`src/rtl/uart_tick_tx_if.sv`:
```
// Parallel-side handshake between a data source and the tick-paced UART transmitter.
interface uart_tick_tx_if #(
  parameter int DATA_WIDTH = 8
);
  logic                  tx_start;
  logic [DATA_WIDTH-1:0] tx_data;
  logic                  tx_busy;
  logic                  tx_done;

  modport master (
    output tx_start,
    output tx_data,
    input  tx_busy,
    input  tx_done
  );

  modport slave (
    input  tx_start,
    input  tx_data,
    output tx_busy,
    output tx_done
  );
endinterface

```
`src/rtl/uart_tick_tx.sv`:
```
// UART frame serializer paced by an external bit-period tick.
// Frame: start bit, DATA_WIDTH data bits LSB first, optional parity, 1-2 stop bits.
// cnt_clear restarts the external tick counter on acceptance so that every bit,
// the start bit included, lasts exactly one tick period.
module uart_tick_tx #(
  parameter int DATA_WIDTH = 8,
  parameter int PARITY_EN  = 1,
  parameter int PARITY_ODD = 0,
  parameter int STOP_BITS  = 1
) (
  input  logic            clk,
  input  logic            reset,
  input  logic            tick,
  output logic            cnt_clear,
  output logic            tx_serial,
  uart_tick_tx_if.slave   host
);

  localparam int BW = (DATA_WIDTH > 1) ? $clog2(DATA_WIDTH) : 1;
  localparam logic [BW-1:0] LAST_BIT  = BW'(DATA_WIDTH - 1);
  localparam logic          LAST_STOP = (STOP_BITS > 1);
  localparam logic          ODD       = (PARITY_ODD != 0);
  localparam logic          HAS_PAR   = (PARITY_EN != 0);

  typedef enum logic [2:0] {
    S_IDLE,
    S_START,
    S_DATA,
    S_PARITY,
    S_STOP
  } state_t;

  state_t                state_q, state_d;
  logic [DATA_WIDTH-1:0] shreg_q, shreg_d;
  logic                  parity_q, parity_d;
  logic [BW-1:0]         bit_idx_q, bit_idx_d;
  logic                  stop_idx_q, stop_idx_d;
  logic                  serial_q, serial_d;
  logic                  busy_q, busy_d;
  logic                  done_q, done_d;
  logic                  accept;

  // A start request is taken only while idle; the same condition restarts the counter.
  always_comb begin
    accept    = host.tx_start && (state_q == S_IDLE);
    cnt_clear = accept;
  end

  // Next-state and next-output computation for the frame sequencer.
  always_comb begin
    state_d    = state_q;
    shreg_d    = shreg_q;
    parity_d   = parity_q;
    bit_idx_d  = bit_idx_q;
    stop_idx_d = stop_idx_q;
    serial_d   = serial_q;
    busy_d     = busy_q;
    done_d     = 1'b0;
    case (state_q)
      S_IDLE: begin
        serial_d = 1'b1;
        if (accept) begin
          shreg_d    = host.tx_data;
          parity_d   = (^host.tx_data) ^ ODD;
          serial_d   = 1'b0;
          busy_d     = 1'b1;
          bit_idx_d  = '0;
          stop_idx_d = 1'b0;
          state_d    = S_START;
        end
      end
      S_START: begin
        if (tick) begin
          serial_d  = shreg_q[0];
          shreg_d   = shreg_q >> 1;
          bit_idx_d = '0;
          state_d   = S_DATA;
        end
      end
      S_DATA: begin
        if (tick) begin
          if (bit_idx_q == LAST_BIT) begin
            if (HAS_PAR) begin
              serial_d = parity_q;
              state_d  = S_PARITY;
            end else begin
              serial_d   = 1'b1;
              stop_idx_d = 1'b0;
              state_d    = S_STOP;
            end
          end else begin
            bit_idx_d = bit_idx_q + 1'b1;
            serial_d  = shreg_q[0];
            shreg_d   = shreg_q >> 1;
          end
        end
      end
      S_PARITY: begin
        if (tick) begin
          serial_d   = 1'b1;
          stop_idx_d = 1'b0;
          state_d    = S_STOP;
        end
      end
      S_STOP: begin
        if (tick) begin
          if (stop_idx_q == LAST_STOP) begin
            busy_d  = 1'b0;
            done_d  = 1'b1;
            state_d = S_IDLE;
          end else begin
            stop_idx_d = 1'b1;
          end
        end
      end
      default: begin
        serial_d = 1'b1;
        busy_d   = 1'b0;
        state_d  = S_IDLE;
      end
    endcase
  end

  // State and registered outputs; reset aborts any frame and returns the line high.
  always_ff @(posedge clk or negedge reset) begin
    if (!reset) begin
      state_q    <= S_IDLE;
      shreg_q    <= '0;
      parity_q   <= 1'b0;
      bit_idx_q  <= '0;
      stop_idx_q <= 1'b0;
      serial_q   <= 1'b1;
      busy_q     <= 1'b0;
      done_q     <= 1'b0;
    end else begin
      state_q    <= state_d;
      shreg_q    <= shreg_d;
      parity_q   <= parity_d;
      bit_idx_q  <= bit_idx_d;
      stop_idx_q <= stop_idx_d;
      serial_q   <= serial_d;
      busy_q     <= busy_d;
      done_q     <= done_d;
    end
  end

  // Drive ports from the registered copies.
  always_comb begin
    tx_serial    = serial_q;
    host.tx_busy = busy_q;
    host.tx_done = done_q;
  end

endmodule
```
`src/flat_wrapper.sv`:
```
// flat-port wrapper written by rule: the top's interface ports become plain ports
module uart_tick_tx_flat 
#(
  parameter int DATA_WIDTH = 8,
  parameter int PARITY_EN  = 1,
  parameter int PARITY_ODD = 0,
  parameter int STOP_BITS  = 1
)
  (clk, reset, tick, cnt_clear, tx_serial, host_tx_start, host_tx_data, host_tx_busy, host_tx_done);
  uart_tick_tx_if #(.DATA_WIDTH(DATA_WIDTH)) host_i ();
  input  logic clk;
  input  logic reset;
  input  logic tick;
  output logic cnt_clear;
  output logic tx_serial;
  input wire logic [$bits(host_i.tx_start)-1:0] host_tx_start;
  input wire logic [$bits(host_i.tx_data)-1:0] host_tx_data;
  output wire logic [$bits(host_i.tx_busy)-1:0] host_tx_busy;
  output wire logic [$bits(host_i.tx_done)-1:0] host_tx_done;
  assign host_i.tx_start = host_tx_start;
  assign host_i.tx_data = host_tx_data;
  assign host_tx_busy = host_i.tx_busy;
  assign host_tx_done = host_i.tx_done;
  uart_tick_tx #(.DATA_WIDTH(DATA_WIDTH), .PARITY_EN(PARITY_EN), .PARITY_ODD(PARITY_ODD), .STOP_BITS(STOP_BITS)) u_core (.clk(clk), .reset(reset), .tick(tick), .cnt_clear(cnt_clear), .tx_serial(tx_serial), .host(host_i));
endmodule
```
`config.mk`:
```
export PLATFORM = sky130hd
export DESIGN_NAME = uart_tick_tx_flat
export DESIGN_NICKNAME = d
export VERILOG_FILES = /design/src/rtl/uart_tick_tx_if.sv /design/src/rtl/uart_tick_tx.sv /design/src/flat_wrapper.sv
export SDC_FILE = /design/constraint.sdc
export NUM_CORES = 1
export LEC_CHECK = 0
export ABC_AREA = 1
export CORE_MARGIN = 8
export CORE_UTILIZATION = 51
export CTS_BUF_LIST = sky130_fd_sc_hd__clkbuf_8
export CTS_CLUSTER_DIAMETER = 100
export DETAILED_ROUTE_END_ITERATION = 16
export PLACE_DENSITY = 0.86
export REMOVE_ABC_BUFFERS = 1
export SYNTH_ARGS = -nofsm -noshare
export SYNTH_HDL_FRONTEND = slang
export SYNTH_SLANG_ARGS = --single-unit
```
`constraint.sdc`:
```
create_clock -name clk -period 1.3 [get_ports clk]
set_input_delay 0.195 -clock clk [delete_from_list [all_inputs] [get_ports clk]]
set_output_delay 0.195 -clock clk [all_outputs]
set_load 0.005 [all_outputs]
```
# ---- Word-level counts from Yosys, hierarchy flattened
# Index checks and enable logic that the tools add are counted.
# Widths: inputs -> output; s select.
dict set report op_classes {
  addsub 1
  eq_ne 13
  n_mux 36
  n_bitwise 2
  reduce_logical 12
}
# op count
set ops {}
lappend ops {{$mux 3} 11}
lappend ops {{$mux 8} 4}
lappend ops {{$pmux 8 s3} 1}
lappend ops {{$mux 1} 15}
lappend ops {{$pmux 3 s5} 1}
lappend ops {{$ne 2x2->1 const B} 7}
lappend ops {{$reduce_and 4->1} 3}
lappend ops {{$pmux 3 s3} 1}
lappend ops {{$reduce_xor 8->1} 1}
lappend ops {{$reduce_and 7->1} 1}
lappend ops {{$eq 3x2->1 const B} 2}
lappend ops {{$eq 3x3->1 const B} 2}
lappend ops {{$pmux 1 s3} 2}
lappend ops {{$reduce_bool 3->1} 2}
lappend ops {{$pmux 1 s5} 1}
lappend ops {{$reduce_and 5->1} 1}
lappend ops {{$add 3x1->3 const B} 1}
lappend ops {{$eq 3x1->1 const B} 1}
lappend ops {{$logic_not 3->1} 1}
lappend ops {{$reduce_or 3->1} 1}
lappend ops {{$ne 2x1->1 const B} 1}
lappend ops {{$not 1->1} 2}
lappend ops {{$reduce_and 2->1} 1}
lappend ops {{$logic_and 1x1->1} 1}
dict set report totals {
  ff_bits 19
  inputBits 12
  out_inout_bits 4
  wordCells 72
}

# ---- Longest topological paths before layout
# Gate-level depths: netlist (run 1).
dict set report depth {
  word_depth 4
  ltp_mapped 9
  ltp_nobuf 9
}

# ---- Worst setup path before layout (run 1)
# No wires, ideal clock.
dict set report synth_timing {
  kind {register to register}
  start {register u_core.bit_idx_q[0]}
  end {register u_core.bit_idx_q[0]}
  setup_ps 116
  arrival_time_ps 1297
  required_time_ps 1184
  slack_ps -114
  stages_incl_launch_ff 10
  n_path_buf 1
  synth_period_minus_slack_ps 1414
  path_cell_list {dfrtp_1 ha_1 ha_1 nand3_1 nand2_1 nor2_4 nand2_4 buf_8 nand2_1 nand2_1}
}
dict set report synth_between {
  elab_chain_len 4
  word_cells_on_any_way 7
  cone_classes {add/sub: 1; eq/ne: 2; mux: 3; reduce/logical: 1}
}
# item line_no
set synth_rtl {}
lappend synth_rtl {{from (decl)} uart_tick_tx.sv:36} ;# logic [BW-1:0] bit_idx_q, bit_idx_d;
lappend synth_rtl {{from (signal assigned)} uart_tick_tx.sv:139} ;# bit_idx_q <= bit_idx_d;
lappend synth_rtl {{$add 3x1->3} uart_tick_tx.sv:92} ;# bit_idx_d = bit_idx_q + 1'b1;
lappend synth_rtl {{$mux 3} uart_tick_tx.sv:82} ;# if (bit_idx_q == LAST_BIT) begin
lappend synth_rtl {{$mux 3} uart_tick_tx.sv:81} ;# if (tick) begin
lappend synth_rtl {{$pmux 3 s3} uart_tick_tx.sv:59} ;# case (state_q)
# Several ways; a longest one is shown, not always the timed one. The select of a mux whose other input is x is not followed.
# A chain may end at the register's enable or synchronous reset.

# ---- Worst setup path in the final report (run 1)
dict set report layout_timing {
  start {register u_core.bit_idx_q[0]}
  end {register u_core.bit_idx_q[1]}
}
# The elaborated chain is that of the path after synthesis.

==> report_table.html, run 1 <==
<table>
<tr><th>Metric</th><th>Value</th></tr>
<tr><th colspan="2">Hold path</th></tr>
<tr><td>Type of the most critical hold path</td><td>in -&gt; async</td></tr>
<tr><th colspan="2">Drt</th></tr>
<tr><td>Routed wire length per instance</td><td>around 14 µm</td></tr>
<tr><td>First-pass DRT Iterations</td><td>5</td></tr>
<tr><td>Remaining DRCs</td><td>0</td></tr>
<tr><td>Number of vias per cell after detailed routing</td><td>5.24</td></tr>
<tr><td>Number of DRC markers in iteration 0</td><td>57</td></tr>
<tr><td>Count of nets left with antenna violations after detail routing</td><td>0</td></tr>
<tr><td>Vias</td><td>1273</td></tr>
<tr><td>Wire length reported by the detailed router</td><td>3340 µm</td></tr>
<tr><th colspan="2">Critical path</th></tr>
<tr><td>Master of the slowest instance on the critical path</td><td>dfrtp_1</td></tr>
<tr><td>Worst Path Required</td><td>1.47 ns</td></tr>
<tr><td>CP Max Fanout</td><td>8</td></tr>
<tr><td>Data arrival at the endpoint of the critical path</td><td>1.74 ns</td></tr>
<tr><td>Endpoint kind of the worst setup timing path</td><td>flop</td></tr>
<tr><td>WS Path Type</td><td>reg -&gt; reg</td></tr>
<tr><td>Startpoint type of the worst setup path</td><td>flop</td></tr>
<tr><td>Critical path's largest stage delay</td><td>0.40 ns</td></tr>
<tr><td>Crit-path cells</td><td>ha_2, ha_4, nand3_2, nand2_2, nor2_4, nand2_8, buf_4, o21ai_2</td></tr>
<tr><th colspan="2">Synth</th></tr>
<tr><td>Count of yosys warnings during synthesis</td><td>0</td></tr>
<tr><td>Area fraction of the dominant cell type after synthesis</td><td>35.8%</td></tr>
<tr><td>Flip-flop and latch count after synthesis</td><td>18</td></tr>
<tr><td>Portion of the post-synthesis area used by sequential elements</td><td>roughly two fifths</td></tr>
<tr><td>Post-synthesis cell count</td><td>173</td></tr>
<tr><td>Post-Synthesis Mean Instance Area</td><td>6.86 µm²</td></tr>
<tr><td>Cell variety after synth</td><td>23</td></tr>
<tr><td>Leading post-synthesis cells by cell area</td><td>dfrtp_1, nand2_1, inv_1, o21ai_0, nand3_1</td></tr>
<tr><td>Cell taking the most area after synthesis</td><td>dfrtp_1</td></tr>
<tr><td>Post-synthesis instance area</td><td>1190 µm²</td></tr>
<tr><th colspan="2">Power and ir drop</th></tr>
<tr><td>Power per cell area</td><td>2270 nW/µm²</td></tr>
<tr><td>Worst-case vdd ir drop</td><td>1.20 mV</td></tr>
<tr><td>Leak pwr</td><td>0.930 nW</td></tr>
<tr><th colspan="2">GRT</th></tr>
<tr><td>Overflow left after global routing</td><td>0</td></tr>
<tr><td>Global routing's busiest layer</td><td>met2</td></tr>
<tr><td>Number of global-route vias before repair</td><td>1198</td></tr>
<tr><td>Pin count of the biggest net entering global routing</td><td>19</td></tr>
<tr><td>Met1 track utilization from global routing</td><td>15.4%</td></tr>
<tr><td>Global routing met2 resource utilization</td><td>~26%</td></tr>
<tr><td>Wire length of the first global-routing pass</td><td>roughly 5000 µm</td></tr>
<tr><td>Met3 demand-to-capacity share in global routing</td><td>2.79%</td></tr>
<tr><td>Initial antenna violation count</td><td>0</td></tr>
<tr><td>Global router's overall resource usage</td><td>14.4%</td></tr>
<tr><th colspan="2">CTS</th></tr>
<tr><td>TritonCTS Sinks</td><td>18</td></tr>
<tr><td>Clock buffer depth</td><td>2</td></tr>
<tr><td>Clock tree root driver cell</td><td>clkbuf_8</td></tr>
<tr><td>Number of buffers created by CTS</td><td>3</td></tr>
<tr><td>Clock Latency Late Sink</td><td>roughly 0.26 ns</td></tr>
<tr><td>CTS tree</td><td>built</td></tr>
<tr><td>Clock slew at the register clock pins of the worst setup and hold paths</td><td>0.07 ns</td></tr>
<tr><td>H-tree depth</td><td>1</td></tr>
<tr><th colspan="2">STA</th></tr>
<tr><td>Count of endpoints failing setup in the final report</td><td>17</td></tr>
<tr><td>Max Clock Freq</td><td>0.635 GHz</td></tr>
<tr><td>Final cycle utilization of the critical path</td><td>121%</td></tr>
<tr><td>Worst-case hold slack</td><td>0.266 ns</td></tr>
<tr><td>Worst Setup Slack, final</td><td>-0.274 ns</td></tr>
<tr><td>Transition time of the tightest slew-check pin</td><td>0.290 ns</td></tr>
<tr><td>Unrepaired setup endpoints after global routing</td><td>true</td></tr>
<tr><td>Tmin final</td><td>around 1.6 ns</td></tr>
<tr><td>Clock Skews</td><td>around 0.01 ns</td></tr>
<tr><td>Total count of max-transition violations in the final report</td><td>0</td></tr>
<tr><td>Final count of hold timing violations</td><td>0</td></tr>
<tr><td>Max_slew headroom</td><td>80.4%</td></tr>
<tr><td>Setup_tns</td><td>-3.39 ns</td></tr>
<tr><th colspan="2">Floorplan</th></tr>
<tr><td>Horizontal die dimension</td><td>64.3 µm</td></tr>
<tr><td># IOs</td><td>16</td></tr>
<tr><td>Initial Utilization</td><td>53.7%</td></tr>
<tr><td>Core region area</td><td>2210 µm²</td></tr>
<tr><td>Total Die Area</td><td>4130 µm²</td></tr>
<tr><td>Floorplan die height</td><td>64.3 µm</td></tr>
<tr><td>Placement row count</td><td>17</td></tr>
<tr><th colspan="2">Finish</th></tr>
<tr><td>Final layout net count</td><td>230</td></tr>
<tr><td>Count of antenna diodes in the layout</td><td>0</td></tr>
<tr><td>Most frequent standard cell in the layout excluding fill and tap cells</td><td>nand2_1</td></tr>
<tr><td>Register area</td><td>around 450 µm²</td></tr>
<tr><td>Filler Cells Inserted</td><td>150</td></tr>
<tr><td>Area grow syn2layout</td><td>44.5%</td></tr>
<tr><td>Multi-input logic area</td><td>about 720 µm²</td></tr>
<tr><td>Post-route cell area</td><td>1720 µm²</td></tr>
<tr><td>Layout cell share with drive strength beyond 1</td><td>31.6%</td></tr>
<tr><td>Non-filler instance count after layout</td><td>~240</td></tr>
<tr><td>Commonest non-fill, non-tap cells in the layout</td><td>nand2_1, inv_1, buf_4</td></tr>
<tr><th colspan="2">Place</th></tr>
<tr><td>Cell Count Post-Placement</td><td>between 200 and 250</td></tr>
<tr><td>Port Buffers</td><td>15</td></tr>
<tr><td>Routability-driven placement congestion ratio</td><td>0.841</td></tr>
<tr><td>Half-perimeter wire length after detailed placement</td><td>2110 µm</td></tr>
<tr><td>Setup WS pre-CTS</td><td>-0.347 ns</td></tr>
<tr><td>Post-DP Area</td><td>around 1500 µm²</td></tr>
<tr><th colspan="2">Outcome</th></tr>
<tr><td>Result of the run</td><td>complete, but fails checks</td></tr>
<tr><td>Violated checks</td><td>setup timing</td></tr>
<tr><th colspan="2">Flow run</th></tr>
<tr><td>Max_cap viols</td><td>0</td></tr>
</table>
==> metrics by stage <==
step           util (%)  total power [mW]
6_report           77.5              3.90
5_1_grt            77.5              4.16
4_1_cts            70.0              3.21
3_5_place_dp       65.8              2.70
3_3_place_gp       65.8              2.61
2_1_floorplan         -              2.02
==> worst max-delay path: cells and delay by family, from the launching register on <==
| family | cells | cell delay, ns |
|---|---|---|
| and+or+nand+nor | 4 | 0.41 |
| DFF | 1 | 0.40 |
| adders and majority gates | 2 | 0.38 |
| buffers and inverters | 1 | 0.16 |
| AOI/OAI and AO/OA | 1 | 0.14 |
==> worst paths after layout <==
check | to | from | slack (ns) | depth (start not counted)
max in group asynchronous | u_core.tx_serial | reset | 0.76 | 2
min | u_core.host.tx_done | reset | 0.27 | 2
max | u_core.bit_idx_q[1] | u_core.bit_idx_q[0] | -0.27 | 8
min in group clk | u_core.tx_serial | u_core.tx_serial | 0.48 | 2
min reg2reg | u_core.tx_serial | u_core.tx_serial | 0.48 | 2
max reg2reg | u_core.bit_idx_q[1] | u_core.bit_idx_q[0] | -0.27 | 8
==> layout make-up <==
cell class	instances	area share, %
multi-input cells	132	42.0
flip-flops and latches	18	26.4
repair buffers	42	22.5
inverters	19	4.45
clock buffers	3	2.41
well taps	28	2.04
clock inverters	1	0.219
==> state kept, by name, indices dropped and copies added (netlist names) <==
register,cells
u_core.bit_idx_q,3
u_core.host.tx_busy,1
u_core.host.tx_done,1
u_core.parity_q,1
u_core.shreg_q,8
u_core.state_q,3
u_core.tx_serial,1
==> Yosys cell counts <==
cell and instances:
o21ai_2 2, nor2_4 2, o21ai_1 1, nand2_1 89
o21ai_0 11, clkbuf_8 1, dfrtp_1 17, nor2_1 8
buf_8 1, nand2_4 3, inv_2 1, nand3b_1 1
dfstp_2 1, nor4_2 1, buf_6 2, nand3_1 7
nand2_2 1, nor3_1 1, a21oi_1 1, nand3_2 1
inv_1 18, ha_1 2, xnor2_1 1
==> cell families (layout without fill, tap and decap cells) <==
| logic type | Yosys count | count (layout) | share of synthesized area (%) |
|---|---|---|---|
| simple gates | 114 | 114 | 41.8 |
| xor+xnor | 1 | 1 | 0.738 |
| buf+inv | 23 | 65 | 10.3 |
| compound gates | 15 | 15 | 6.95 |
| fa+ha+maj | 2 | 2 | 2.11 |
| flops | 18 | 18 | 38.0 |
==> what timing repair did <==
item | in CTS | in global routing
gates resized for setup | 13 | 42
hold buffers | 0 | 0
pin swaps | 4 | 16
setup endpoints to repair | 19 | 17
buffers inserted | 2 | 7
==> where the power goes <==
group          internal (mW)  switching (mW)
sequential             0.796           0.169
clock                  0.210           0.188
combinational           1.13            1.41
total                   2.14            1.76
==> per-layer routing <==
metal / up-vias / share of wire [%]
met4: 0 / 4.6
met5: - / 0
met1: 602 / 38
li1: 615 / -
met3: 16 / 5.3
met2: 40 / 52
No activity file was read; power rests on OpenSTA's default activity.
==> inputs of run 2 (changes only) <==
--- a/config.mk
+++ b/config.mk
@@ -6,7 +6,7 @@
 export NUM_CORES = 1
 export LEC_CHECK = 0
 export ABC_AREA = 1
-export CORE_MARGIN = 8
+export CORE_MARGIN = 2
 export CORE_UTILIZATION = 51
 export CTS_BUF_LIST = sky130_fd_sc_hd__clkbuf_8
 export CTS_CLUSTER_DIAMETER = 100
==> run 2 against run 1 <==
Clock skew fell by 0.0091 ns. The run still ends with setup timing left. Global-route usage rose by 11 points. Critical path depth rose by 1. Die area fell by 34%. Sequential share of layout area fell by 0.23 points.
==> report_table.html, run 2 (same netlist as run 1, synthesis figures left out) <==
<table>
<tr><th>Metric</th><th>Value</th></tr>
<tr><th colspan="2">Outcome</th></tr>
<tr><td>Result of the run</td><td>complete, but fails checks</td></tr>
<tr><td>Violated checks</td><td>setup timing</td></tr>
<tr><th colspan="2">Finish</th></tr>
<tr><td>Count of antenna diodes in the layout</td><td>0</td></tr>
<tr><td>Post-route cell area</td><td>1730 µm²</td></tr>
<tr><td>Largest registers</td><td>u_core.shreg_q x8, u_core.bit_idx_q x3, u_core.state_q x3</td></tr>
<tr><td>Post-route core utilization</td><td>78.0%</td></tr>
<tr><td>Non-filler instance count after layout</td><td>244</td></tr>
<tr><td>Number of flip-flops under the largest register name</td><td>8</td></tr>
<tr><td>Register ranked first by flip-flop count</td><td>u_core.shreg_q</td></tr>
<tr><td>Filler Cells Inserted</td><td>about 140</td></tr>
<tr><td>Layout cell share with drive strength beyond 1</td><td>26.4%</td></tr>
<tr><td>Commonest non-fill, non-tap cells in the layout</td><td>nand2_1, inv_1, buf_4</td></tr>
<tr><td>Final layout net count</td><td>roughly 230</td></tr>
<tr><td>Most frequent standard cell in the layout excluding fill and tap cells</td><td>nand2_1</td></tr>
<tr><td>Area grow syn2layout</td><td>45.3%</td></tr>
<tr><th colspan="2">GRT</th></tr>
<tr><td>Global routing met2 resource utilization</td><td>roughly half</td></tr>
<tr><td>Met3 demand-to-capacity share in global routing</td><td>roughly 4%</td></tr>
<tr><td>Pin count of the biggest net entering global routing</td><td>19</td></tr>
<tr><td>Number of global-route vias before repair</td><td>roughly 1300</td></tr>
<tr><td>Met1 track utilization from global routing</td><td>25.3%</td></tr>
<tr><td>Global routing's busiest layer</td><td>met2</td></tr>
<tr><td>Wire length of the first global-routing pass</td><td>5130 µm</td></tr>
<tr><td>Initial antenna violation count</td><td>0</td></tr>
<tr><td>Overflow left after global routing</td><td>0</td></tr>
<tr><td>Global router's overall resource usage</td><td>25.8%</td></tr>
<tr><th colspan="2">Drt</th></tr>
<tr><td>Number of DRC markers in iteration 0</td><td>33</td></tr>
<tr><td>First-pass DRT Iterations</td><td>5</td></tr>
<tr><td>Vias</td><td>1309</td></tr>
<tr><td>Routed wire length per instance</td><td>13.8 µm</td></tr>
<tr><td>Wire length reported by the detailed router</td><td>3360 µm</td></tr>
<tr><td>Remaining DRCs</td><td>0</td></tr>
<tr><td>Number of vias per cell after detailed routing</td><td>5.36</td></tr>
<tr><td>Count of nets left with antenna violations after detail routing</td><td>0</td></tr>
<tr><th colspan="2">Floorplan</th></tr>
<tr><td># IOs</td><td>16</td></tr>
<tr><td>Core region area</td><td>between 2000 and 2500 µm²</td></tr>
<tr><td>Floorplan die height</td><td>52.3 µm</td></tr>
<tr><td>Initial Utilization</td><td>53.7%</td></tr>
<tr><td>Total Die Area</td><td>~2700 µm²</td></tr>
<tr><td>Placement row count</td><td>17</td></tr>
<tr><td>Horizontal die dimension</td><td>52.3 µm</td></tr>
<tr><th colspan="2">Place</th></tr>
<tr><td>Post-DP Area</td><td>1460 µm²</td></tr>
<tr><td>Routability-driven placement congestion ratio</td><td>0.820</td></tr>
<tr><td>Cell Count Post-Placement</td><td>230</td></tr>
<tr><td>Half-perimeter wire length after detailed placement</td><td>slightly above 2000 µm</td></tr>
<tr><td>Port Buffers</td><td>15</td></tr>
<tr><td>Setup WS pre-CTS</td><td>-0.333 ns</td></tr>
<tr><th colspan="2">Critical path</th></tr>
<tr><td>Crit-path cells</td><td>ha_2, ha_4, buf_6, nand3b_1, nand2_2, nor2_4, nand2_2, nand2_1, nand2_1</td></tr>
<tr><td>WS Path Type</td><td>reg -&gt; reg</td></tr>
<tr><td>Startpoint type of the worst setup path</td><td>flop</td></tr>
<tr><td>CP Max Fanout</td><td>4</td></tr>
<tr><td>WP depth</td><td>9</td></tr>
<tr><td>Worst Path Required</td><td>1.50 ns</td></tr>
<tr><td>Endpoint kind of the worst setup timing path</td><td>flop</td></tr>
<tr><td>Bufs and invs on worst path</td><td>1</td></tr>
<tr><td>Critical path's largest stage delay</td><td>0.38 ns</td></tr>
<tr><td>Data arrival at the endpoint of the critical path</td><td>1.70 ns</td></tr>
<tr><td>Flop2flop setup slack</td><td>-0.20 ns</td></tr>
<tr><td>Family with the most delay on the worst path</td><td>simple AND/OR/NAND/NOR gates</td></tr>
<tr><td>Master of the slowest instance on the critical path</td><td>dfrtp_1</td></tr>
<tr><td>Number of cells on the worst reg-to-reg path</td><td>9</td></tr>
<tr><td>Endpoint of the worst register-to-register path</td><td>u_core.state_q[1]</td></tr>
<tr><td>Timing startpoint of the critical path</td><td>u_core.bit_idx_q[1]</td></tr>
<tr><td>Worst setup path end</td><td>u_core.state_q[1]</td></tr>
<tr><td>Startpoint of the most critical register-to-register path</td><td>u_core.bit_idx_q[1]</td></tr>
<tr><th colspan="2">CTS</th></tr>
<tr><td>Number of buffers created by CTS</td><td>3</td></tr>
<tr><td>Clock buffer depth</td><td>2</td></tr>
<tr><td>CTS tree</td><td>built</td></tr>
<tr><td>Clock tree root driver cell</td><td>clkbuf_8</td></tr>
<tr><td>H-tree depth</td><td>1</td></tr>
<tr><td>Clock slew at the register clock pins of the worst setup and hold paths</td><td>0.07 ns</td></tr>
<tr><td>Clock Latency Late Sink</td><td>0.25 ns</td></tr>
<tr><td>TritonCTS Sinks</td><td>18</td></tr>
<tr><th colspan="2">Flow run</th></tr>
<tr><td>Max_cap viols</td><td>0</td></tr>
<tr><th colspan="2">STA</th></tr>
<tr><td>Unrepaired setup endpoints after global routing</td><td>true</td></tr>
<tr><td>Worst-case hold slack</td><td>0.273 ns</td></tr>
<tr><td>Count of endpoints failing setup in the final report</td><td>17</td></tr>
<tr><td>Clock Skews</td><td>0.000866 ns</td></tr>
<tr><td>Final cycle utilization of the critical path</td><td>115%</td></tr>
<tr><td>Transition time of the tightest slew-check pin</td><td>0.315 ns</td></tr>
<tr><td>Final count of hold timing violations</td><td>0</td></tr>
<tr><td>Tmin final</td><td>approximately 1.5 ns</td></tr>
<tr><td>Max_slew headroom</td><td>78.8%</td></tr>
<tr><td>Worst Setup Slack, final</td><td>-0.200 ns</td></tr>
<tr><td>Total count of max-transition violations in the final report</td><td>0</td></tr>
<tr><td>Setup_tns</td><td>-2.82 ns</td></tr>
<tr><td>Max Clock Freq</td><td>0.667 GHz</td></tr>
<tr><th colspan="2">Power and ir drop</th></tr>
<tr><td>Power per cell area</td><td>2280 nW/µm²</td></tr>
<tr><td>Worst-case vdd ir drop</td><td>~1.3 mV</td></tr>
<tr><td>Leak pwr</td><td>between 0.9 and 1 nW</td></tr>
<tr><td>Power after layout</td><td>3.94 mW</td></tr>
<tr><th colspan="2">Hold path</th></tr>
<tr><td>Type of the most critical hold path</td><td>in -&gt; async</td></tr>
</table>
## run 2: what timing repair did
action	CTS	global route
setup buffers	8	2
gates cloned	0	0
pin swaps	14	1
gates resized for setup	24	9
endpoints found under the setup margin	19	19
hold buffers	0	0
## run 2: area by class of cell
cell class | count | area, µm² | share of cell area, %
multi-input cells | 132 | 694 | 40.2
flip-flops and latches | 18 | 452 | 26.2
repair buffers | 43 | 418 | 24.2
inverters | 19 | 71.3 | 4.13
clock buffers | 4 | 55.1 | 3.19
well taps | 28 | 35.0 | 2.03
## run 2: power by group
group	total (mW)	internal (mW)	switching (mW)
Sequential	0.929	0.794	0.135
Combinational	2.54	1.17	1.38
Clock	0.465	0.269	0.195
Total	3.94	2.23	1.71
## run 2: worst min path at each step
stage,endpoint
2_1_floorplan,u_core.bit_idx_q[0]
3_3_place_gp,u_core.tx_serial
3_5_place_dp,u_core.tx_serial
4_1_cts,u_core.bit_idx_q[1]
5_1_grt,u_core.host.tx_done
6_report,u_core.host.tx_done
## run 2: layer usage
metal / vias up / wire length [µm]
met5: - / 0
met4: 0 / 121
met3: 16 / 184
met2: 61 / 1770
met1: 617 / 1290
li1: 615 / -
==> inputs of run 3 (changes only) <==
--- a/config.mk
+++ b/config.mk
@@ -6,6 +6,7 @@
 export NUM_CORES = 1
 export LEC_CHECK = 0
 export ABC_AREA = 1
+export CAP_MARGIN = 20
 export CORE_MARGIN = 2
 export CORE_UTILIZATION = 51
 export CTS_BUF_LIST = sky130_fd_sc_hd__clkbuf_8
@@ -13,6 +14,7 @@
 export DETAILED_ROUTE_END_ITERATION = 16
 export PLACE_DENSITY = 0.86
 export REMOVE_ABC_BUFFERS = 1
+export SLEW_MARGIN = 0
 export SYNTH_ARGS = -nofsm -noshare
 export SYNTH_HDL_FRONTEND = slang
 export SYNTH_SLANG_ARGS = --single-unit
==> results of run 3 <==
No change in the layout: final DEF, timing and power equal those of run 2.
